--- src/rtl/pmod_da2_pkg.sv ---
// rtl/pmod_da2_pkg.sv - shared types and constants for the PmodDA2 serializer
package pmod_da2_pkg;

    typedef enum logic [1:0] {
        IDLE  = 2'd0,
        SHIFT = 2'd1,
        GAP   = 2'd2
    } state_t;

    localparam int          FRAME_BITS       = 16;
    localparam logic [1:0]  PD_NORMAL        = 2'b00;
    localparam int          GAP_HALF_PERIODS = 2;

    // DAC121S101 word: two don't-care bits, power-down mode, then the 12-bit code
    function automatic logic [FRAME_BITS-1:0] frame_word(input logic [11:0] sample);
        return {2'b00, PD_NORMAL, sample};
    endfunction

endpackage

--- src/rtl/pmod_da2_sclk_gen.sv ---
// rtl/pmod_da2_sclk_gen.sv - SCLK generator with half-period counter and edge strobes
module pmod_da2_sclk_gen #(
    parameter int CLK_DIV = 2
) (
    input  logic clk,
    input  logic rst_n,
    input  logic en,
    output logic sclk,
    output logic rise_tick,
    output logic fall_tick
);

    localparam int CW = (CLK_DIV > 1) ? $clog2(CLK_DIV) : 1;

    logic [CW-1:0] cnt;
    logic          sclk_r;
    logic          last;

    assign last = (cnt == CW'(CLK_DIV - 1));

    // Disabled means parked high with the counter cleared, so every frame starts with a full high half-period
    always_ff @(posedge clk or negedge rst_n) begin
        if (!rst_n) begin
            cnt    <= '0;
            sclk_r <= 1'b1;
        end else if (!en) begin
            cnt    <= '0;
            sclk_r <= 1'b1;
        end else if (last) begin
            cnt    <= '0;
            sclk_r <= ~sclk_r;
        end else begin
            cnt    <= cnt + 1'b1;
        end
    end

    assign sclk      = sclk_r;
    assign fall_tick = en && last && sclk_r;
    assign rise_tick = en && last && !sclk_r;

endmodule

--- src/rtl/pmod_da2_tx.sv ---
// rtl/pmod_da2_tx.sv - dual-channel PmodDA2 serializer; PMOD_DA2_OFFSET_BINARY_EN selects two's-complement input
module pmod_da2_tx
    import pmod_da2_pkg::*;
#(
    parameter int DW      = 12,
    parameter int CLK_DIV = 2
) (
    input  logic          clk,
    input  logic          rst,
    input  logic [DW-1:0] data1,
    input  logic [DW-1:0] data2,
    input  logic          in_valid,
    output logic          in_ready,
    output logic          sclk,
    output logic          sync_n,
    output logic          d1,
    output logic          d2,
    output logic          busy,
    output logic          done
);

    localparam int GAP_CYCLES = GAP_HALF_PERIODS * CLK_DIV;
    localparam int GW         = $clog2(GAP_CYCLES) + 1;

    state_t                  state;
    state_t                  state_next;
    logic [FRAME_BITS-1:0]   sh1;
    logic [FRAME_BITS-1:0]   sh2;
    logic [4:0]              fall_cnt;
    logic [GW-1:0]           gap_cnt;
    logic                    done_r;
    logic                    rise_tick;
    logic                    fall_tick;
    logic                    accept;
    logic                    shift_last;
    logic                    gap_last;
    logic [11:0]             s1;
    logic [11:0]             s2;

`ifdef PMOD_DA2_OFFSET_BINARY_EN
    assign s1 = {~data1[11], data1[10:0]};
    assign s2 = {~data2[11], data2[10:0]};
`else
    assign s1 = data1;
    assign s2 = data2;
`endif

    assign accept     = (state == IDLE) && in_valid;
    assign shift_last = rise_tick && (fall_cnt == 5'(FRAME_BITS));
    assign gap_last   = (gap_cnt == GW'(GAP_CYCLES - 1));

    pmod_da2_sclk_gen #(
        .CLK_DIV (CLK_DIV)
    ) u_sclk (
        .clk       (clk),
        .rst_n     (rst),
        .en        (state == SHIFT),
        .sclk      (sclk),
        .rise_tick (rise_tick),
        .fall_tick (fall_tick)
    );

    always_ff @(posedge clk or negedge rst) begin
        if (!rst) begin
            state <= IDLE;
        end else begin
            state <= state_next;
        end
    end

    always_comb begin
        state_next = state;
        case (state)
            IDLE:    if (in_valid)   state_next = SHIFT;
            SHIFT:   if (shift_last) state_next = GAP;
            GAP:     if (gap_last)   state_next = IDLE;
            default:                 state_next = IDLE;
        endcase
    end

    // Data only advances on SCLK rising strobes, so it is stable across every falling edge the DAC samples
    always_ff @(posedge clk or negedge rst) begin
        if (!rst) begin
            sh1      <= '0;
            sh2      <= '0;
            fall_cnt <= '0;
            gap_cnt  <= '0;
            done_r   <= 1'b0;
        end else begin
            done_r <= (state == GAP) && gap_last;
            if (accept) begin
                sh1      <= frame_word(s1);
                sh2      <= frame_word(s2);
                fall_cnt <= '0;
                gap_cnt  <= '0;
            end else if (state == SHIFT) begin
                if (fall_tick) begin
                    fall_cnt <= fall_cnt + 1'b1;
                end
                if (rise_tick) begin
                    sh1 <= {sh1[FRAME_BITS-2:0], 1'b0};
                    sh2 <= {sh2[FRAME_BITS-2:0], 1'b0};
                end
            end else if (state == GAP) begin
                gap_cnt <= gap_cnt + 1'b1;
            end
        end
    end

    always_comb begin
        in_ready = (state == IDLE);
        busy     = (state != IDLE);
        sync_n   = (state != SHIFT);
        d1       = (state == SHIFT) && sh1[FRAME_BITS-1];
        d2       = (state == SHIFT) && sh2[FRAME_BITS-1];
        done     = done_r;
    end

endmodule
--- config.mk ---
export PLATFORM = sky130hd
export DESIGN_NAME = pmod_da2_tx
export DESIGN_NICKNAME = d
export VERILOG_FILES = /design/src/rtl/pmod_da2_pkg.sv /design/src/rtl/pmod_da2_sclk_gen.sv /design/src/rtl/pmod_da2_tx.sv
export SDC_FILE = /design/constraint.sdc
export NUM_CORES = 1
export LEC_CHECK = 0
export BUFFER_PORTS_ARGS = -buffer_cell sky130_fd_sc_hd__buf_2
export CAP_MARGIN = 5
export CORE_MARGIN = 1
export CORE_UTILIZATION = 55
export DETAILED_ROUTE_END_ITERATION = 8
export PLACE_DENSITY_LB_ADDON = 0.05
export SETUP_SLACK_MARGIN = 0.15
export SLEW_MARGIN = 15
export SYNTH_ARGS = -nofsm -noshare
export SYNTH_HDL_FRONTEND = slang
export SYNTH_HIERARCHICAL = 1
export SYNTH_SLANG_ARGS = --single-unit
--- constraint.sdc ---
create_clock -name clk -period 1.9 [get_ports clk]
set_input_delay 0.095 -clock clk [delete_from_list [all_inputs] [get_ports clk]]
set_output_delay 0.095 -clock clk [all_outputs]
set_load 0.005 [all_outputs]
==> results.md, run 1 <==
* Post-Syn Area at 1977 sq um
* Top Usage Layer GRT: met2
* Post-DP HPWL at 2429 um
* GP Congestion at 0.7515
* Synthesized area per cell at 12.13 sq um
* Fin crit share at 89.01%
* Final setup TNS at 0 ps
* Total I/O pin count at 34
* Post-Layout Cell Count at 252
* Clk buf depth at 2
* Fmax at 591.3 MHz
* Slew headroom at 63.39%
* Slowest cell on the critical path: dfrtp_1
* Status: completed
* Min-Delay Path Class: input pin to flop
* PortBufs at 33
* Share of cells above drive strength 1 at 28.64%
* Clk_skew at 13.01 ps
* DR vias at 1,413
* Most common cell after layout, fill and taps aside: dfrtp_1
* R2R Setup Slk at 210 ps
* Grt met1 use at 29.48%
* Multi-input logic area at 780.7 sq um
* Max_cap viols at 0
* Placed Instances at 237
* Post-Syn Instances at 163
* Post-synthesis register bit count at 45
* Sequential cell area at 1127 sq um
* Slew @ Worst Pin at 549.1 ps
* Leakage Power at 0.001270 uW
* Initial DRC Count at 82
* First-pass GRT wire length at 5775 um
* FF-to-FF Start: state[1]$_DFFE_PN0P_
* M2 GR Usage at 32.07%
* Dpl ws at -126.8 ps
* Max-slew violation count at 0
* Endpoints failing setup at 0
* Largest net degree at the start of global routing at 46
* DRC violations left at 0
* Root buf cell: clkbuf_4
* Die extent in x at 61.95 um
* FF-to-FF End: sh2[11]$_DFFE_PN0P_
* Final Hold Violating Endpoints at 0
* Fill cell count at 268
* Crit-path max FO at 15
* Critical Path AT at 1950 ps
* Met3 usage at 3.934%
* Pwr Density at 1558 nW/um^2
* Clock Sinks at 45
* RSZ-0062 raised after global routing: true
* Vias in the first global route at 1,263
* Core area at 3390 sq um
* Critical Path Sink: sh2[11]$_DFFE_PN0P_
* FP Rows at 21
* Hold Slack at 15.69 ps
* Grt total ovfl at 0
* Reg2reg path depth at 8
* Layout Nets at 236
* Commonest cells after routing, fill and taps aside: dfrtp_1 (44), buf_2 (33), a22o_1 (32)
* Sequential-to-total area share from yosys stat at 57.03%
* Die area at 3838 sq um
* DRT Pass-1 Iters at 4
* CP startpoint: state[1]$_DFFE_PN0P_
* Post-route ant nets at 0
* # H-tree levels at 2
* CP required at 2160 ps
* Num CTS Buffers at 5
* Ys Warns at 6
* Worst skew pair latency at 370 ps
* CP cell instances: nand2b_1 -> inv_1 -> nand2_1 -> nor2_2 -> and3b_2 -> buf_12 -> nor2_4 -> a21o_1
* Hold Path Origin: data1[11]
* Total power at 3686 uW
* CP Capture Type: flop
* Crit Path Class: flop to flop
* Crit path max-delay family: simple AND/OR/NAND/NOR gates
* DR WL/cell at 15.43 um
* Synth unique cells at 33
* Final wirelength at 3888 um
* CTS tree: done
* Critical path depth at 8
* Initial antenna violation count at 0
* Clock Pin Slew Worst Setup and Hold Paths at 140 ps
* Synthesized Nets at 194
* GRT Util Overall at 21.20%
* CP max stage delay at 400 ps
* Post-layout min period at 1691 ps
* Peak VDD IR at 0.7849 mV
* Area growth, synth to finish at 19.68%
* Worst path bufs/invs at 2
* Initial Util at 58.32%
* Setup crit start kind: flop
* Final setup margin at 208.8 ps
* # diodes at 0
* Die Y at 61.95 um
* Via/cell ratio at 5.607
## how the worst min path moves through the flow
stage | endpoint | cells past startpoint | slack (ps)
after floorplan | done$_DFF_PN0_ | 0 | -200
after CTS | sh2[8]$_DFFE_PN0P_ | 3 | 6
final | sh1[11]$_DFFE_PN0P_ | 3 | 20
after global placement | fall_cnt[1]$_DFFE_PN0P_ | 2 | 200
after global routing | sh1[11]$_DFFE_PN0P_ | 3 | 10
after detailed placement | fall_cnt[2]$_DFFE_PN0P_ | 2 | 210
## synthesized netlist by cell type
cell type  instances  area share [%]
clkbuf_1           1            0.19
inv_1              7             1.3
buf_2              8             2.0
nand2b_1           2            0.63
and3_2             1            0.38
nor2_1             7             1.3
buf_4              1            0.38
xor2_1             1            0.44
nand4_1            2            0.63
dfrtp_1           44              56
a21o_1            22             8.4
o31ai_1            1            0.38
nor2_2             1            0.32
or3b_2             1            0.44
nor3b_4            1            0.95
a22o_1            32              14
ha_1               4             2.5
nand4b_1           1            0.44
xnor2_1            1            0.44
and2_1             2            0.63
o211ai_1           1            0.38
o21ai_0            3            0.76
mux2_2             1            0.57
dfstp_2            1             1.3
and3b_1            2            0.89
nor2b_1            1            0.32
buf_6              1            0.57
nand2_1            7             1.3
o22ai_1            1            0.32
and2b_2            1            0.44
mux2i_1            1            0.51
o21bai_1           1            0.38
nor3_1             2            0.51
## metal layers
layer	routed length [um]	vias up	part of all wire, %
met3	117	5	3.0
met4	45	0	1.2
met2	1783	30	46
li1	-	676	-
met1	1941	702	50
met5	0	-	0
## tightest hold or removal path, cell delays in order
cell and delay (ps):
buf_2 80, a22o_1 120, a21o_1 70
## area by class of cell
class | instances | area share (%)
clock inverter | 3 | 0.8990
clock buffer | 5 | 1.586
inverter | 7 | 1.111
tap | 46 | 2.433
multi-input combinational | 101 | 33.00
timing repair buffer | 45 | 13.33
sequential | 45 | 47.65
## where the power goes
| group | leakage [uW] | internal (uW) | switching [uW] |
|---|---|---|---|
| registers | 0.000576 | 1370 | 262 |
| logic | 0.000662 | 839 | 746 |
| clock network | 0.0000316 | 147 | 321 |
## state kept, by name, summed over array words and instances, names as in the netlist
register / cells
sh1: 16
sh2: 16
fall_cnt: 5
gap_cnt: 3
state: 2
done: 1
u_sclk/cnt: 1
u_sclk/sclk: 1
## logic make-up (layout without fill, tap and decap cells)
| group | count (synthesis) | count (layout) | share of synthesized area [%] |
|---|---|---|---|
| buffers and inverters | 18 | 60 | 4.494 |
| DFF | 45 | 45 | 57.03 |
| AOI/OAI and AO/OA | 61 | 61 | 24.75 |
| xor gates and xnor gates | 2 | 2 | 0.8862 |
| muxes | 2 | 2 | 1.076 |
| and+or+nand+nor | 31 | 32 | 9.242 |
| adders and majority gates | 4 | 4 | 2.532 |
## metrics by stage
| step | utilization, % | area, sq um |
|---|---|---|
| 2_1_floorplan | - | 1978 |
| 3_3_place_gp | 64.38 | 2182 |
| 3_5_place_dp | 64.38 | 2182 |
| 4_1_cts | 67.55 | 2290 |
| 5_1_grt | 69.80 | 2366 |
| 6_report | 69.80 | 2366 |
## timing repair
item	4_1_cts	5_1_grt
buffers inserted	0	1
cloned	0	2
endpoints found under the hold margin	47	0
gates resized for setup	2	7
endpoints found under the setup margin	31	32
hold buffers	4	0
pin swaps	0	3
Power figures use the tool's default switching activity.
==> inputs of run 2 (changes only) <==
--- a/config.mk
+++ b/config.mk
@@ -10,7 +10,7 @@
 export CORE_MARGIN = 1
 export CORE_UTILIZATION = 55
 export DETAILED_ROUTE_END_ITERATION = 8
-export PLACE_DENSITY_LB_ADDON = 0.05
+export PLACE_DENSITY = 0.9
 export SETUP_SLACK_MARGIN = 0.15
 export SLEW_MARGIN = 15
 export SYNTH_ARGS = -nofsm -noshare
==> results.md, run 2 (synthesized netlist as in run 1, its figures left out) <==
* Status: completed (unchanged)
* Via/cell ratio at 5.733 (was 5.607)
* Max_cap viols at 0 (unchanged)
* CTS tree: done (unchanged)
* GP Congestion at 0.8807 (was 0.7515)
* Clock Sinks at 45 (unchanged)
* Share of cells above drive strength 1 at 30.14% (was 28.64%)
* R2R Setup Slk at 200 ps (was 210 ps)
* Crit-path max FO at 27 (was 15)
* Commonest cells after routing, fill and taps aside: dfrtp_1 (44), buf_2 (33), a22o_1 (32) (unchanged)
* Hold depth at 3 (unchanged)
* Fin crit share at 89.21% (was 89.01%)
* Final wirelength at 4064 um (was 3888 um)
* Core area at 3390 sq um (unchanged)
* Die area at 3838 sq um (unchanged)
* Reg2reg path depth at 5 (was 8)
* CP Capture Type: flop (unchanged)
* Leakage Power at 0.001298 uW (was 0.001270 uW)
* Top Usage Layer GRT: met2 (unchanged)
* Hold worst-path end: sh2[4]$_DFFE_PN0P_ (was sh1[11]$_DFFE_PN0P_)
* Post-route ant nets at 0 (unchanged)
* Worst skew pair latency at 350 ps (was 370 ps)
* Die extent in x at 61.95 um (unchanged)
* Hold Slack at 29.59 ps (was 15.69 ps)
* Vias in the first global route at 1,308 (was 1,263)
* Met3 usage at 7.039% (was 3.934%)
* M2 GR Usage at 35.11% (was 32.07%)
* Layout Nets at 239 (was 236)
* Setup crit start kind: flop (unchanged)
* Pwr Density at 1562 nW/um^2 (was 1558 nW/um^2)
* Fin util at 71.43% (was 69.80%)
* Grt total ovfl at 0 (unchanged)
* Most common cell after layout, fill and taps aside: dfrtp_1 (unchanged)
* Initial Util at 58.32% (unchanged)
* CP required at 2150 ps (was 2160 ps)
* DRC violations left at 0 (unchanged)
* Total I/O pin count at 34 (unchanged)
* GRT Util Overall at 20.88% (was 21.20%)
* FF-to-FF Start: state[0]$_DFFE_PN0P_ (was state[1]$_DFFE_PN0P_)
* Final Hold Violating Endpoints at 0 (unchanged)
* Slowest cell on the critical path: dfrtp_1 (unchanged)
* Root buf cell: clkbuf_4 (unchanged)
* Initial antenna violation count at 0 (unchanged)
* Max-slew violation count at 0 (unchanged)
* PortBufs at 33 (unchanged)
* Peak VDD IR at 0.9111 mV (was 0.7849 mV)
* # H-tree levels at 2 (unchanged)
* Grt met1 use at 25.07% (was 29.48%)
* Crit Path Class: flop to flop (unchanged)
* Clock Pin Slew Worst Setup and Hold Paths at 130 ps (was 140 ps)
* Slew @ Worst Pin at 536.0 ps (was 549.1 ps)
* First-pass GRT wire length at 5658 um (was 5775 um)
* Num CTS Buffers at 5 (unchanged)
* CP cell instances: buf_4 -> nor3b_4 -> buf_8 -> nor2_1 -> mux2_2 (was nand2b_1 -> inv_1 -> nand2_1 -> nor2_2 -> and3b_2 -> buf_12 -> nor2_4 -> a21o_1)
* Post-DP HPWL at 2528 um (was 2429 um)
* Post-Layout Cell Count at 255 (was 252)
* DRT Pass-1 Iters at 4 (unchanged)
* Area growth, synth to finish at 22.47% (was 19.68%)
* Min-Delay Path Class: input pin to flop (unchanged)
* Initial DRC Count at 83 (was 82)
* Critical Path AT at 1950 ps (about the same)
* Die Y at 61.95 um (unchanged)
* CP max stage delay at 440 ps (was 400 ps)
* Endpoints failing setup at 0 (unchanged)
* Largest net degree at the start of global routing at 32 (was 46)
* FF-to-FF End: fall_cnt[0]$_DFFE_PN0P_ (was sh2[11]$_DFFE_PN0P_)
* Post-layout min period at 1695 ps (was 1691 ps)
* Slew headroom at 64.27% (was 63.39%)
* DR vias at 1,462 (was 1,413)
* Clk_skew at 10.86 ps (was 13.01 ps)
* Fmax at 590.0 MHz (was 591.3 MHz)
* Top Registers: sh1 (16), sh2 (16), fall_cnt (5) (unchanged)
* Hold Path Origin: data2[4] (was data1[11])
* DR WL/cell at 15.94 um (was 15.43 um)
* Placed Instances at 237 (unchanged)
* RSZ-0062 raised after global routing: false (was true)
* FP Rows at 21 (unchanged)
* Clk buf depth at 2 (unchanged)
* # diodes at 0 (unchanged)
## run 2: final cells by class
type	instances	area [sq um]
clock buffer	5	37.54
clock inverter	3	21.27
sequential	45	1127
multi-input combinational	101	785.8
inverter	7	26.28
timing repair buffer	48	365.4
tap	46	57.56
fill	239	968.4
## run 2: metrics by stage
step / cell area, sq um / total power, uW / setup TNS (ps) / setup WS [ps]
after floorplan: 1978 / 2673 / 0 / 151.8
after global placement: 2195 / 2909 / 0 / 12.09
after detailed placement: 2195 / 3009 / -2367 / -104.9
after CTS: 2292 / 3496 / 0 / 184.0
after global routing: 2421 / 4044 / 0 / 135.4
final: 2421 / 3781 / 0 / 205.0
## run 2: critical path: cells and delay by family, from the launching register on
| kind | cells | cell delay, ps |
|---|---|---|
| and+or+nand+nor | 2 | 440 |
| buffers and inverters | 2 | 430 |
| muxes | 1 | 270 |
| DFF | 1 | 440 |
## run 2: power breakdown
part           switching (uW)  internal (uW)
clock network             308            147
logic                     758            930
registers                 267           1370
total                    1330           2450
## run 2: worst max-delay path by stage
stage                              start                       to  slack, ps  cells past startpoint
global route        state[0]$_DFFE_PN0P_  fall_cnt[0]$_DFFE_PN0P_        140                      5
finish              state[0]$_DFFE_PN0P_  fall_cnt[0]$_DFFE_PN0P_        200                      5
global placement    state[0]$_DFFE_PN0P_      sh2[12]$_DFFE_PN0P_         10                      7
detailed placement  state[1]$_DFFE_PN0P_      sh1[15]$_DFFE_PN0P_       -100                      7
floorplan           state[1]$_DFFE_PN0P_       sh1[0]$_DFFE_PN0P_        150                     10
CTS                 state[1]$_DFFE_PN0P_      sh1[15]$_DFFE_PN0P_        180                      7
## run 2: metal layers
metal	part of all wire [%]	wire, um	vias up
met5	0	0	-
met4	1.4	58	0
met3	4.6	186	8
met2	51	2070	40
met1	43	1748	730
li1	-	-	684
## run 2: what timing repair did
item,in CTS,in global routing
setup buffers,0,4
endpoints found under the setup margin,31,33
pin swaps,0,3
hold endpoints to repair,23,0
cloned,0,3
resized for setup,2,7
hold buffers,3,0
==> inputs of run 3 (changes only) <==
--- a/config.mk
+++ b/config.mk
@@ -11,7 +11,7 @@
 export CORE_UTILIZATION = 55
 export DETAILED_ROUTE_END_ITERATION = 8
 export PLACE_DENSITY = 0.9
-export SETUP_SLACK_MARGIN = 0.15
+export SETUP_SLACK_MARGIN = 0.5
 export SLEW_MARGIN = 15
 export SYNTH_ARGS = -nofsm -noshare
 export SYNTH_HDL_FRONTEND = slang
==> results.md, run 3 (synthesized netlist as in run 1, its figures left out) <==
* Status: completed (unchanged)
* DR WL/cell at 21.89 um (was 15.94 um)
* Clk buf depth at 2 (unchanged)
* Leakage Power at 0.001414 uW (was 0.001298 uW)
* Most common cell after layout, fill and taps aside: dfrtp_1 (unchanged)
* Final wirelength at 5910 um (was 4064 um)
* Min-Delay Path Class: input pin to flop (unchanged)
* GRT Util Overall at 30.28% (was 20.88%)
* Worst path bufs/invs at 3 (was 2)
* Fill cell count at 183 (was 239)
* Setup crit start kind: flop (unchanged)
* Num CTS Buffers at 5 (unchanged)
* PortBufs at 33 (unchanged)
* Layout Nets at 254 (was 239)
* Final setup TNS at 0 ps (unchanged)
* Vias in the first global route at 1,608 (was 1,308)
* Reg2reg path depth at 9 (was 5)
* R2R Setup Slk at 180 ps (was 200 ps)
* CP max stage delay at 470 ps (was 440 ps)
* Die Y at 61.95 um (unchanged)
* CTS tree: done (unchanged)
* Pwr Density at 1709 nW/um^2 (was 1562 nW/um^2)
* Largest net degree at the start of global routing at 20 (was 32)
* Total I/O pin count at 34 (unchanged)
* Fin crit share at 90.74% (was 89.21%)
* Hold worst-path end: sh1[4]$_DFFE_PN0P_ (was sh2[4]$_DFFE_PN0P_)
* Multi-input logic area at 822.0 sq um (was 785.8 sq um)
* Grt total ovfl at 0 (unchanged)
* Clk_skew at 17.06 ps (was 10.86 ps)
* First-pass GRT wire length at 7803 um (was 5658 um)
* Crit path max-delay family: flip-flops (unchanged)
* Die extent in x at 61.95 um (unchanged)
* Max_cap viols at 0 (unchanged)
* Worst skew pair latency at 380 ps (was 350 ps)
* Post-layout min period at 1724 ps (was 1695 ps)
* RSZ-0062 raised after global routing: true (was false)
* Via/cell ratio at 6.352 (was 5.733)
* # H-tree levels at 2 (unchanged)
* DR vias at 1,715 (was 1,462)
* Hold Slack at 10.01 ps (was 29.59 ps)
* Crit-path max FO at 16 (was 27)
* Area growth, synth to finish at 34.18% (was 22.47%)
* Endpoints failing setup at 0 (unchanged)
* Slew headroom at 68.80% (was 64.27%)
* Post-route ant nets at 0 (unchanged)
* Commonest cells after routing, fill and taps aside: dfrtp_1 (43), buf_2 (33), a22o_1 (32) (was dfrtp_1 (44), buf_2 (33), a22o_1 (32))
* Peak VDD IR at 0.9005 mV (was 0.9111 mV)
* Top Registers: sh1 (16), sh2 (16), fall_cnt (5) (unchanged)
* # diodes at 0 (unchanged)
* CP required at 2190 ps (was 2150 ps)
* GP Congestion at 0.7620 (was 0.8807)
* Die area at 3838 sq um (unchanged)
* Clock Pin Slew Worst Setup and Hold Paths at 140 ps (was 130 ps)
* FF-to-FF Start: state[0]$_DFFE_PN0P_ (unchanged)
* Finished Cell Area at 2653 sq um (was 2421 sq um)
* Core area at 3390 sq um (unchanged)
* CP Capture Type: flop (unchanged)
* Slew @ Worst Pin at 468.0 ps (was 536.0 ps)
* Initial antenna violation count at 0 (unchanged)
* Post-DP Area at 2217 sq um (was 2195 sq um)
* Critical Path AT at 2010 ps (was 1950 ps)
* Final Hold Violating Endpoints at 0 (unchanged)
* Initial DRC Count at 217 (was 83)
* Initial Util at 58.32% (unchanged)
* CP cell instances: nand2b_4 -> inv_4 -> nand2_4 -> nor2_4 -> and3b_2 -> buf_6 -> buf_12 -> a22o_1 -> a21o_1 (was buf_4 -> nor3b_4 -> buf_8 -> nor2_1 -> mux2_2)
* Sequential cell area at 1129 sq um (was 1127 sq um)
* Fmax at 580.0 MHz (was 590.0 MHz)
* Crit Path Class: flop to flop (unchanged)
* Max-slew violation count at 0 (unchanged)
* FF-to-FF End: sh1[6]$_DFFE_PN0P_ (was fall_cnt[0]$_DFFE_PN0P_)
* DRT Pass-1 Iters at 6 (was 4)
* Share of cells above drive strength 1 at 37.95% (was 30.14%)
* Post-DP HPWL at 2885 um (was 2528 um)
* Slowest cell on the critical path: dfrtp_2 (was dfrtp_1)
* Hold Path Origin: data1[4] (was data2[4])
* Hold depth at 3 (unchanged)
* Clock Sinks at 45 (unchanged)
* Root buf cell: clkbuf_4 (unchanged)
* FP Rows at 21 (unchanged)
* DRC violations left at 0 (unchanged)
[run 3: metrics by stage]
stage               utilization (%)  cells  setup WS (ps)  total power (uW)
floorplan                         -    163          282.7              2810
global placement              65.41    238          300.3              2966
detailed placement            65.41    238          154.9              3098
CTS                           74.34    263          272.8              4027
global route                  78.26    270          151.5              4745
finish                        78.26    270          176.0              4532
[run 3: metal layers]
metal | part of all wire [%] | wire length, um | GRT usage, % | up-vias
met2 | 49 | 2893 | 47.87 | 134
met4 | 5.5 | 325 | 17.46 | 0
met5 | 0 | 0 | 0 | -
met1 | 37 | 2182 | 36.91 | 832
met3 | 8.6 | 509 | 9.110 | 32
li1 | - | - | - | 717
[run 3: worst max-delay path by stage]
stage               depth (start not counted)  slack (ps)                   to                 start
floorplan                                  10         280  sh1[13]$_DFFE_PN0P_  state[1]$_DFFE_PN0P_
global placement                            7         300   sh2[0]$_DFFE_PN0P_  state[0]$_DFFE_PN0P_
detailed placement                          7         150  sh1[14]$_DFFE_PN0P_  state[0]$_DFFE_PN0P_
CTS                                         9         270  sh1[11]$_DFFE_PN0P_  state[0]$_DFFE_PN0P_
global route                                9         150   sh1[7]$_DFFE_PN0P_  state[0]$_DFFE_PN0P_
finish                                      9         180   sh1[6]$_DFFE_PN0P_  state[0]$_DFFE_PN0P_
[run 3: where the power goes]
group	internal (uW)	total, uW	switching [uW]
registers	1370	1710	337
logic	1280	2310	1030
clock network	181	510	330
total	2830	4530	1700
[run 3: layout make-up]
cell class	instances	share of cell area (%)
clock buffers	6	1.934
clock inverters	2	0.5189
inverters	7	1.085
multi-input cells	101	30.99
flip-flops and latches	45	42.55
well taps	46	2.170
repair buffers	63	20.75
[run 3: worst register-to-register path, stage by stage (launching register included)]
cell and delay [ps]:
dfrtp_2 470, nand2b_4 100, inv_4 50, nand2_4 80, nor2_4 40, and3b_2 250
buf_6 150, buf_12 140, a22o_1 210, a21o_1 160
[run 3: what timing repair did]
| action | CTS | global route |
|---|---|---|
| cloned | 3 | 1 |
| buffers inserted | 10 | 6 |
| pin swaps | 10 | 10 |
| hold buffers | 4 | 0 |
| hold endpoints to repair | 20 | 0 |
| setup endpoints to repair | 37 | 42 |
| resized for setup | 15 | 15 |
